File: config.mk
export PLATFORM = sky130hd
export DESIGN_NAME = host_bus_if_mb
export DESIGN_NICKNAME = d
export VERILOG_FILES = /design/src/rtl/opl3_pkg.sv /design/src/rtl/host_wr_fifo.sv /design/src/rtl/host_bus_if_mb.sv
export SDC_FILE = /design/constraint.sdc
export NUM_CORES = 1
export LEC_CHECK = 0
export ABC_AREA = 1
export BUFFER_PORTS_ARGS = -buffer_cell sky130_fd_sc_hd__buf_4
export CORE_MARGIN = 5
export CORE_UTILIZATION = 65
export CTS_BUF_LIST = sky130_fd_sc_hd__clkbuf_16
export CTS_CLUSTER_DIAMETER = 150
export DETAILED_ROUTE_END_ITERATION = 7
export PLACE_DENSITY = 0.84
export SETUP_SLACK_MARGIN = 0.2
export SLEW_MARGIN = 20
export SYNTH_ARGS = -nofsm -noshare
export SYNTH_HDL_FRONTEND = slang
export SYNTH_SLANG_ARGS = --single-unit
File: constraint.sdc
create_clock -name clk_host -period 4.5 [get_ports clk_host]
set_input_delay 0.675 -clock clk_host [delete_from_list [all_inputs] [get_ports clk_host]]
set_output_delay 0.675 -clock clk_host [all_outputs]
set_load 0.05 [all_outputs]
File: src/rtl/opl3_pkg.sv
// rtl/opl3_pkg.sv - shared OPL3 types and constants, including host write-stream payload
package opl3_pkg;

    localparam int HOST_NUM_BANKS     = 2;
    localparam int HOST_FIFO_LG_DEPTH = 4;
    localparam int HOST_DATA_W        = 8;
    localparam int HOST_BANK_W        = (HOST_NUM_BANKS > 1) ? $clog2(HOST_NUM_BANKS) : 1;

    typedef struct packed {
        logic [HOST_BANK_W-1:0] bank;
        logic [HOST_DATA_W-1:0] index;
        logic [HOST_DATA_W-1:0] data;
    } host_wr_t;

    typedef enum logic [1:0] {
        ST_IDLE,
        ST_FILTER,
        ST_COMMIT,
        ST_RELEASE
    } strobe_state_t;

    function automatic int bank_width(input int num_banks);
        return (num_banks > 1) ? $clog2(num_banks) : 1;
    endfunction

endpackage

File: src/rtl/host_wr_fifo.sv
// rtl/host_wr_fifo.sv - synchronous first-word-fall-through FIFO for host register writes
module host_wr_fifo #(
    parameter int LG_DEPTH = 4,
    parameter int WIDTH    = 17
) (
    input  logic                clk,
    input  logic                reset,
    input  logic                push,
    input  logic [WIDTH-1:0]    push_data,
    input  logic                pop,
    output logic [WIDTH-1:0]    head,
    output logic                full,
    output logic                empty,
    output logic [LG_DEPTH:0]   count
);

    localparam int DEPTH = 1 << LG_DEPTH;

    logic [WIDTH-1:0]    r_mem [DEPTH];
    logic [LG_DEPTH-1:0] r_wptr;
    logic [LG_DEPTH-1:0] r_rptr;
    logic [LG_DEPTH:0]   r_count;
    logic                w_push;
    logic                w_pop;

    assign empty  = (r_count == '0);
    assign full   = (r_count == (LG_DEPTH+1)'(DEPTH));
    assign count  = r_count;
    assign w_pop  = pop && !empty;
    // A pop frees a slot in the same cycle, so a full FIFO still accepts a push.
    assign w_push = push && (!full || w_pop);
    assign head   = empty ? '0 : r_mem[r_rptr];

    always_ff @(posedge clk) begin
        if (w_push) begin
            r_mem[r_wptr] <= push_data;
        end
    end

    always_ff @(posedge clk) begin
        if (reset) begin
            r_wptr  <= '0;
            r_rptr  <= '0;
            r_count <= '0;
        end else begin
            if (w_push) begin
                r_wptr <= r_wptr + 1'b1;
            end
            if (w_pop) begin
                r_rptr <= r_rptr + 1'b1;
            end
            case ({w_push, w_pop})
                2'b10:   r_count <= r_count + 1'b1;
                2'b01:   r_count <= r_count - 1'b1;
                default: r_count <= r_count;
            endcase
        end
    end

endmodule

File: src/rtl/host_bus_if_mb.sv
// rtl/host_bus_if_mb.sv - multi-bank host bus interface with filtered strobe and write FIFO
// Optional busy emulation: HOST_BUS_IF_BUSY_EMU_EN
module host_bus_if_mb
    import opl3_pkg::*;
#(
    parameter int NUM_BANKS     = HOST_NUM_BANKS,
    parameter int DATA_WIDTH    = 8,
    parameter int LG_DEPTH      = HOST_FIFO_LG_DEPTH,
    parameter int STROBE_FILTER = 2,
    parameter int ADDR_HOLDOFF  = 4,
    parameter int DATA_HOLDOFF  = 32,
    parameter int BANK_W        = bank_width(NUM_BANKS)
) (
    input  logic                  clk_host,
    input  logic                  reset,
    input  logic                  cs_n,
    input  logic                  rd_n,
    input  logic                  wr_n,
    input  logic [BANK_W:0]       address,
    input  logic [DATA_WIDTH-1:0] din,
    output logic [DATA_WIDTH-1:0] dout,
    input  logic [DATA_WIDTH-1:0] status,
    output logic                  wr_valid,
    input  logic                  wr_ready,
    output logic [BANK_W-1:0]     wr_bank,
    output logic [DATA_WIDTH-1:0] wr_index,
    output logic [DATA_WIDTH-1:0] wr_data,
    output logic                  fifo_full,
    output logic                  overflow,
    output logic                  wait_n
);

    localparam int PAYLOAD_W = BANK_W + 2 * DATA_WIDTH;
    localparam logic [BANK_W:0] BANK_LIMIT = (BANK_W+1)'(NUM_BANKS);

    // Strobe pins are sampled without reset so a strobe held across reset is still seen.
    logic                  r_cs_p1_n;
    logic                  r_wr_p1_n;
    logic [BANK_W:0]       r_address_p1;
    logic [DATA_WIDTH-1:0] r_din_p1;
    logic [DATA_WIDTH-1:0] r_status_p1;
    logic                  w_strobe_p1;

    strobe_state_t         r_state;
    strobe_state_t         w_state_nxt;
    logic [2:0]            r_filt_cnt;
    logic [2:0]            w_filt_cnt_nxt;
    logic                  w_commit;

    logic [DATA_WIDTH-1:0] r_index_latch [NUM_BANKS];
    logic [BANK_W-1:0]     w_bank;
    logic                  w_bank_ok;
    logic                  w_index_commit;
    logic                  w_data_commit;
    logic                  w_pop;
    logic                  w_full;
    logic                  w_empty;
    logic [PAYLOAD_W-1:0]  w_push_data;
    logic [PAYLOAD_W-1:0]  w_head;
    logic [LG_DEPTH:0]     w_count_unused;
    logic                  w_rd_unused;
    logic                  w_busy;
    logic                  r_overflow;
    logic [DATA_WIDTH-1:0] w_status_rd;

    assign w_rd_unused = rd_n;

    always_ff @(posedge clk_host) begin
        r_cs_p1_n <= cs_n;
        r_wr_p1_n <= wr_n;
    end

    always_ff @(posedge clk_host) begin
        if (reset) begin
            r_address_p1 <= '1;
            r_din_p1     <= '0;
            r_status_p1  <= '0;
        end else begin
            r_address_p1 <= address;
            r_din_p1     <= din;
            r_status_p1  <= status;
        end
    end

    assign w_strobe_p1 = !r_cs_p1_n && !r_wr_p1_n;

    always_ff @(posedge clk_host) begin
        if (reset) begin
            r_state    <= w_strobe_p1 ? ST_RELEASE : ST_IDLE;
            r_filt_cnt <= '0;
        end else begin
            r_state    <= w_state_nxt;
            r_filt_cnt <= w_filt_cnt_nxt;
        end
    end

    always_comb begin
        w_state_nxt    = r_state;
        w_filt_cnt_nxt = r_filt_cnt;
        w_commit       = 1'b0;
        case (r_state)
            ST_IDLE: begin
                if (w_strobe_p1) begin
                    w_state_nxt    = ST_FILTER;
                    w_filt_cnt_nxt = 3'd1;
                end
            end
            ST_FILTER: begin
                if (!w_strobe_p1) begin
                    w_state_nxt = ST_IDLE;
                end else if (r_filt_cnt == 3'(STROBE_FILTER)) begin
                    w_state_nxt = ST_COMMIT;
                end else begin
                    w_filt_cnt_nxt = r_filt_cnt + 3'd1;
                end
            end
            ST_COMMIT: begin
                w_commit    = 1'b1;
                w_state_nxt = ST_RELEASE;
            end
            ST_RELEASE: begin
                if (!w_strobe_p1) begin
                    w_state_nxt = ST_IDLE;
                end
            end
            default: w_state_nxt = ST_IDLE;
        endcase
    end

    assign w_bank         = r_address_p1[BANK_W:1];
    assign w_bank_ok      = ({1'b0, w_bank} < BANK_LIMIT);
    assign w_index_commit = w_commit && w_bank_ok && !r_address_p1[0];
    assign w_data_commit  = w_commit && w_bank_ok && r_address_p1[0];

    always_ff @(posedge clk_host) begin
        if (reset) begin
            for (int b = 0; b < NUM_BANKS; b++) begin
                r_index_latch[b] <= '0;
            end
        end else if (w_index_commit) begin
            r_index_latch[w_bank] <= r_din_p1;
        end
    end

    assign w_pop       = wr_valid && wr_ready;
    assign w_push_data = {w_bank, r_index_latch[w_bank], r_din_p1};

    host_wr_fifo #(
        .LG_DEPTH (LG_DEPTH),
        .WIDTH    (PAYLOAD_W)
    ) u_wr_fifo (
        .clk       (clk_host),
        .reset     (reset),
        .push      (w_data_commit),
        .push_data (w_push_data),
        .pop       (w_pop),
        .head      (w_head),
        .full      (w_full),
        .empty     (w_empty),
        .count     (w_count_unused)
    );

    always_ff @(posedge clk_host) begin
        if (reset) begin
            r_overflow <= 1'b0;
        end else if (w_data_commit && w_full && !w_pop) begin
            r_overflow <= 1'b1;
        end
    end

    assign wr_valid                     = !w_empty;
    assign {wr_bank, wr_index, wr_data} = w_head;
    assign fifo_full                    = w_full;
    assign overflow                     = r_overflow;

`ifdef HOST_BUS_IF_BUSY_EMU_EN
    localparam int HOLD_MAX = (DATA_HOLDOFF > ADDR_HOLDOFF) ? DATA_HOLDOFF : ADDR_HOLDOFF;
    localparam int HOLD_W   = $clog2(HOLD_MAX + 1);

    logic [HOLD_W-1:0] r_holdoff;

    always_ff @(posedge clk_host) begin
        if (reset) begin
            r_holdoff <= '0;
        end else if (w_data_commit) begin
            r_holdoff <= HOLD_W'(DATA_HOLDOFF);
        end else if (w_index_commit) begin
            r_holdoff <= HOLD_W'(ADDR_HOLDOFF);
        end else if (r_holdoff != '0) begin
            r_holdoff <= r_holdoff - 1'b1;
        end
    end

    assign w_busy = (r_holdoff != '0);
`else
    assign w_busy = 1'b0;
`endif

    assign wait_n = !w_busy && !w_full;

    always_comb begin
        w_status_rd               = r_status_p1;
        w_status_rd[DATA_WIDTH-1] = r_status_p1[DATA_WIDTH-1] | w_busy;
    end

    assign dout = (r_address_p1 == '0) ? w_status_rd : '1;

endmodule

==> impl_metrics.ini, run 1 <==
[run_status]
status = complete, no violations

[sta]
layout_setup_ws_ps = 394.7
min_period_ps = 4105
maxSlewHeadroom_pct = 26.58
fin_setup_tns_ps = 0
fmax_mhz = 243.6
fin_crit_sh_pct = 91.23
hold_viol_final = 0
clock_skew_ps = 21.18
setup_viol = 0
hold_slack_ps = 273.0
slew_violations = 0
rsz0062_at_grt = false
worstMarginPinSlew_ps = 1095

[setup_path]
rr_worst_depth = 7
critPathBufInv = 3
path_class = flip-flop to output pin
r2r_slack_ps = 1910
required_ps = 3830
critPathCaptureType = output pin
cpPeakStageDelay_ps = 680
cp-start-kind = flip-flop
path_cells = buf_4 -> buf_4 -> nand2_1 -> nand3_1 -> nand3_1 -> nand2_1 -> nand2_1 -> a21oi_1 -> buf_4
r2r_end = u_wr_fifo.r_mem[6][3]
critPathTopFamily = buffers and inverters
critPathArrivalTime_ps = 3430
cp_max_fo = 66
worst_path_max_delay_cell = buf_4

[min_path]
min_from = cs_n
hold_class = primary input to flip-flop
hold_path_end = r_cs_p1_n
min_path_cells = 1

[die]
dieArea_um2 = 23680
num_rows = 52
die_w_um = 153.9
initial_utilization_pct = 66.30
io_pins = 53
core_um2 = 20300
die_h_um = 153.9

[layout]
multi_input_area_um2 = 3417
syn_to_final_growth_pct = 12.22
drive_gt1_share_pct = 11.64
fillers = 1283
antenna_cells = 0
design_area_um2 = 15100
utilization_pct = 74.40
seq_area_um2 = 9554
nNetsFinal = 1290

[synthesis]
syn_inst = 1208
post-synth-top-count-cell = nand2_1
async_reset_ff_share_pct = 0
synth_nets = 1242
synth_top_area_cell = edfxtp_1
synth_edf_count = 290
synth_seq_cells = 332
yosysWarnings = 0
synth-seq-area-share_pct = 70.96
synth_top_area_share_pct = 64.71
synthFlopType = edfxtp_1
netlist_area_um2 = 13460
synthTopCellsByArea = edfxtp_1 (65%), nand2_1 (11%), nand3_1 (8.0%)
synthDistinctLibCells = 26
synth_area_per_cell_um2 = 11.14
yosys-top-cells-count = nand2_1 (386), edfxtp_1 (290), nand3_1 (215)

[clock_network]
clk_pin_slew_ps = 60
cts_resized = 0
cts_buffers = 34
clk_path_buf_depth = 3
cts_sinks = 332
ctsHoldBuffers = 0
cts_tree = built
post_cts_buffers = 0
cts_root_buf = clkbuf_16
cts_htree_levels = 2
insertion_delay_ps = 510

[route]
ant_nets = 0
vias = 9239
drt-initial-drc-count = 1037
wire_per_inst_um = 20.21
via_per_inst = 5.961
top_layer_used = met4
drc = 0
wl_met1_um = 11710
wl_met3_um = 3345
met2_length_um = 14980
routed_wl_um = 31330
first_pass_iters = 5

[pwr]
power_density_nw_per_um2 = 560.3
p_leak_nw = 5.800
ir_worst_vdd_uv = 561.5

[placed_design]
dp_hpwl_um = 17890
io_buffers = 51
placed_cell_area_um2 = 14100
dp_slack_ps = 1030
gp_congestion = 0.7783

[grt]
antenna_found_initial = 0
grt_pass1_wl_um = 48230
grt_pass1_vias = 8980
grt_use_total_pct = 26.46
grt-ovfl-total = 0
grt_start_max_net_pins = 71

[flow_run]
drv_cap = 0
-- worst max-delay path by stage --
stage                             from    endpoint  slack, ps  cells after the start
floorplan           u_wr_fifo.count[0]  wr_data[0]       1600                      5
global placement             flip-flop  wr_data[2]       1140                      9
detailed placement           flip-flop  wr_data[3]       1030                      9
CTS                          flip-flop  wr_data[3]        460                      9
global route                 flip-flop  wr_data[3]        210                      9
finish                       flip-flop  wr_data[3]        390                      9
-- state kept, by name (all words and copies together), names as in the netlist, named ones only --
signal	count
r_cs_p1_n	1
overflow	1
u_wr_fifo.count	5
r_wr_p1_n	1
r_state	1
r_address_p1	2
r_status_p1	8
r_index_latch	16
u_wr_fifo.r_rptr	4
r_din_p1	8
u_wr_fifo.r_mem	272
u_wr_fifo.r_wptr	4
r_filt_cnt	3
-- layout make-up --
cell class	instances	area share (%)
Sequential cell	332	63.26
Multi-Input combinational cell	749	22.63
Clock buffer	35	5.799
Timing Repair Buffer	72	3.662
Tap cell	270	2.237
Inverter	67	1.682
Clock inverter	25	0.7291
-- where the power goes --
| group | switching [W] | total [W] | leakage [nW] | internal (W) |
|---|---|---|---|---|
| combinational | 0.00177 | 0.00242 | 2.25 | 0.000651 |
| sequential | 0.0000916 | 0.00353 | 3.01 | 0.00344 |
| clock | 0.00110 | 0.00251 | 0.537 | 0.00141 |
-- through the flow --
stage | std cells | power, W
detailed placement | 1490 | 0.005967
global route | 1550 | 0.008826
floorplan | 1208 | 0.005307
CTS | 1550 | 0.008451
finish | 1550 | 0.008462
global placement | 1490 | 0.005881
-- placed cells by master, fill, tap and decap left out, types with 4 or more instances in the layout --
cell type / count
clkinv_1: 8
xor2_1: 4
clkbuf_16: 35
a21oi_1: 33
nor2_1: 49
ha_1: 10
edfxtp_1: 290
nand2_1: 386
o21ai_0: 14
clkinv_2: 5
nand3_1: 215
nor2_2: 10
nor2_4: 4
buf_4: 71
dfxtp_1: 40
inv_1: 73
mux2_2: 8
-- per-layer routing --
metal	up-vias	global-route usage [%]
met5	-	0
met4	0	11.90
met3	107	4.975
met2	594	43.05
met1	4323	35.21
li1	4215	-
-- cells by family after synthesis --
logic type,Yosys count,share of synthesized area [%]
simple gates,676,21.08
compound gates,49,1.841
fa+ha+maj,10,0.9297
buf+inv,127,4.137
flops,332,70.96
mux,8,0.6694
xor+xnor,6,0.3905
(Power assumes the default switching activity.)
==> run 2, diff against run 1 <==
CORE_UTILIZATION = 55   (was 65)
PLACE_DENSITY = 0.76   (was 0.84)
clock period = 3.7 ns   (was 4.5 ns; I/O delays follow)
==> impl_metrics.ini, run 2 (synthesis results as in run 1) <==
[layout]
syn_to_final_growth_pct = 13.97
largest_reg_flops = 272
layout_common_cells = nand2_1 (386), edfxtp_1 (290), nand3_1 (215)
top_regs = u_wr_fifo.r_mem: 272 flops, r_index_latch: 16 flops
antenna_cells = 0
finalNonFillerCells = 1611
layout_commonest_cell = nand2_1
regMostFlops = u_wr_fifo.r_mem
drive_gt1_share_pct = 12.35
nNetsFinal = 1297

[setup_path]
worst_path_max_delay_cell = inv_4
critPathBufInv = 3
critPathTopFamily = buffers and inverters
cp-start-kind = flip-flop
critPathArrivalTime_ps = 2750
required_ps = 3140
cp_max_fo = 64
cpPeakStageDelay_ps = 520
path_cells = inv_4 -> buf_4 -> nand2_1 -> nand3_1 -> nand3_1 -> nand2_1 -> nand2_1 -> a21oi_1 -> buf_4
critPathCaptureType = output pin
crit_top_cell = nand2_1
path_class = flip-flop to output pin

[sta]
worstMarginPinSlew_ps = 955.0
maxSlewHeadroom_pct = 35.94
min_period_ps = 3305
fmax_mhz = 302.6
slew_violations = 0
setup_viol = 0
hold_viol_final = 0
fin_crit_sh_pct = 89.31
fin_setup_tns_ps = 0
clock_skew_ps = 12.34
layout_setup_ws_ps = 395.4
rsz0062_at_grt = false

[clock_network]
clk_path_buf_depth = 3
ctsHoldBuffers = 0
cts_resized = 0
post_cts_buffers = 0
insertion_delay_ps = 500
cts_tree = built
cts_buffers = 35
cts_sinks = 332
clk_pin_slew_ps = 60
cts_htree_levels = 2
cts_root_buf = clkbuf_16

[pwr]
p_leak_nw = 5.881
power_density_nw_per_um2 = 689.1
power_switching_w = 0.003553
p_sw_share_pct = 33.61
ir_worst_vdd_uv = 665.2
p_clk_share_pct = 31.6
intPower_w = 0.007017
seq_power_share_pct = 40.4
p_comb_share_pct = 28.0

[route]
via_per_inst = 5.527
ant_nets = 0
first_pass_iters = 5
vias = 8904
drc = 0
routed_wl_um = 30500
drt-initial-drc-count = 1222
wire_per_inst_um = 18.93

[placed_design]
gp_congestion = 0.8117
dp_hpwl_um = 16270
dp_slack_ps = 955.0
dp.cells = 1550
io_buffers = 51

[die]
die_h_um = 166.4
dieArea_um2 = 27700
io_pins = 53
core_um2 = 24180
num_rows = 57
initial_utilization_pct = 55.66
die_w_um = 166.4

[min_path]
hold_class = primary input to flip-flop

[grt]
grt_start_max_net_pins = 137
antenna_found_initial = 0
grt_pass1_wl_um = 47120
grt_pass1_vias = 8573
grt-ovfl-total = 0
grt_use_total_pct = 21.71

[run_status]
status = complete, no violations

[flow_run]
drv_cap = 0
run 2: final cells by class:
class | instances | area (µm²)
fillers | 1790 | 8838
repair buffers | 78 | 623.1
flip-flops and latches | 332 | 9554
well taps | 324 | 405.4
inverters | 67 | 254.0
clock inverters | 24 | 178.9
clock buffers | 37 | 925.9
multi-input cells | 749 | 3397
run 2: power by group through the flow:
stage | combinational (W) | clock (W) | sequential, W
after floorplan | 0.00214 | 0 | 0.00432
after global placement | 0.00290 | 0 | 0.00434
after detailed placement | 0.00295 | 0 | 0.00435
after CTS | 0.00296 | 0.00339 | 0.00427
after global routing | 0.00324 | 0.00353 | 0.00428
final | 0.00296 | 0.00334 | 0.00427
run 2: routing by layer:
| metal | global-route usage (%) | vias up | part of all wire, % |
|---|---|---|---|
| li1 | - | 4230 | - |
| met1 | 31.21 | 4174 | 41 |
| met2 | 34.87 | 446 | 47 |
| met3 | 3.816 | 54 | 9.5 |
| met4 | 5.727 | 0 | 2.2 |
| met5 | 0 | - | 0 |
run 2: worst reg2reg max path, stage by stage (launching register included):
cell and delay (ps):
dfxtp_1 340, nor2_1 220, nand3_1 180, nand2_1 150, inv_2 100, ha_1 290
nand2_1 100, inv_1 50, nor2_1 120, ha_1 160, inv_1 30, nand2_1 90
nand3_1 110, nand3_1 80, nand3_1 80, nand2_1 60, inv_1 30
run 2: final timing paths:
check	slack [ps]	cells after the start	endpoint	start
setup / recovery	400	9	wr_bank	flip-flop
hold / removal	160	1	r_cs_p1_n	cs_n
setup reg to reg	1420	16	u_wr_fifo.count[4]	u_wr_fifo.count[0]
hold reg to reg	490	2	overflow	overflow
run 2: through the flow:
step	hold WS (ps)	total power, W	cell area (µm²)	utilization [%]
2_1_floorplan	446.8	0.006454	13460	-
3_3_place_gp	462.0	0.007236	14230	58.87
3_5_place_dp	470.3	0.007292	14230	58.87
4_1_cts	146.2	0.01062	15340	63.44
5_1_grt	144.6	0.01105	15340	63.44
6_report	160.6	0.01057	15340	63.44
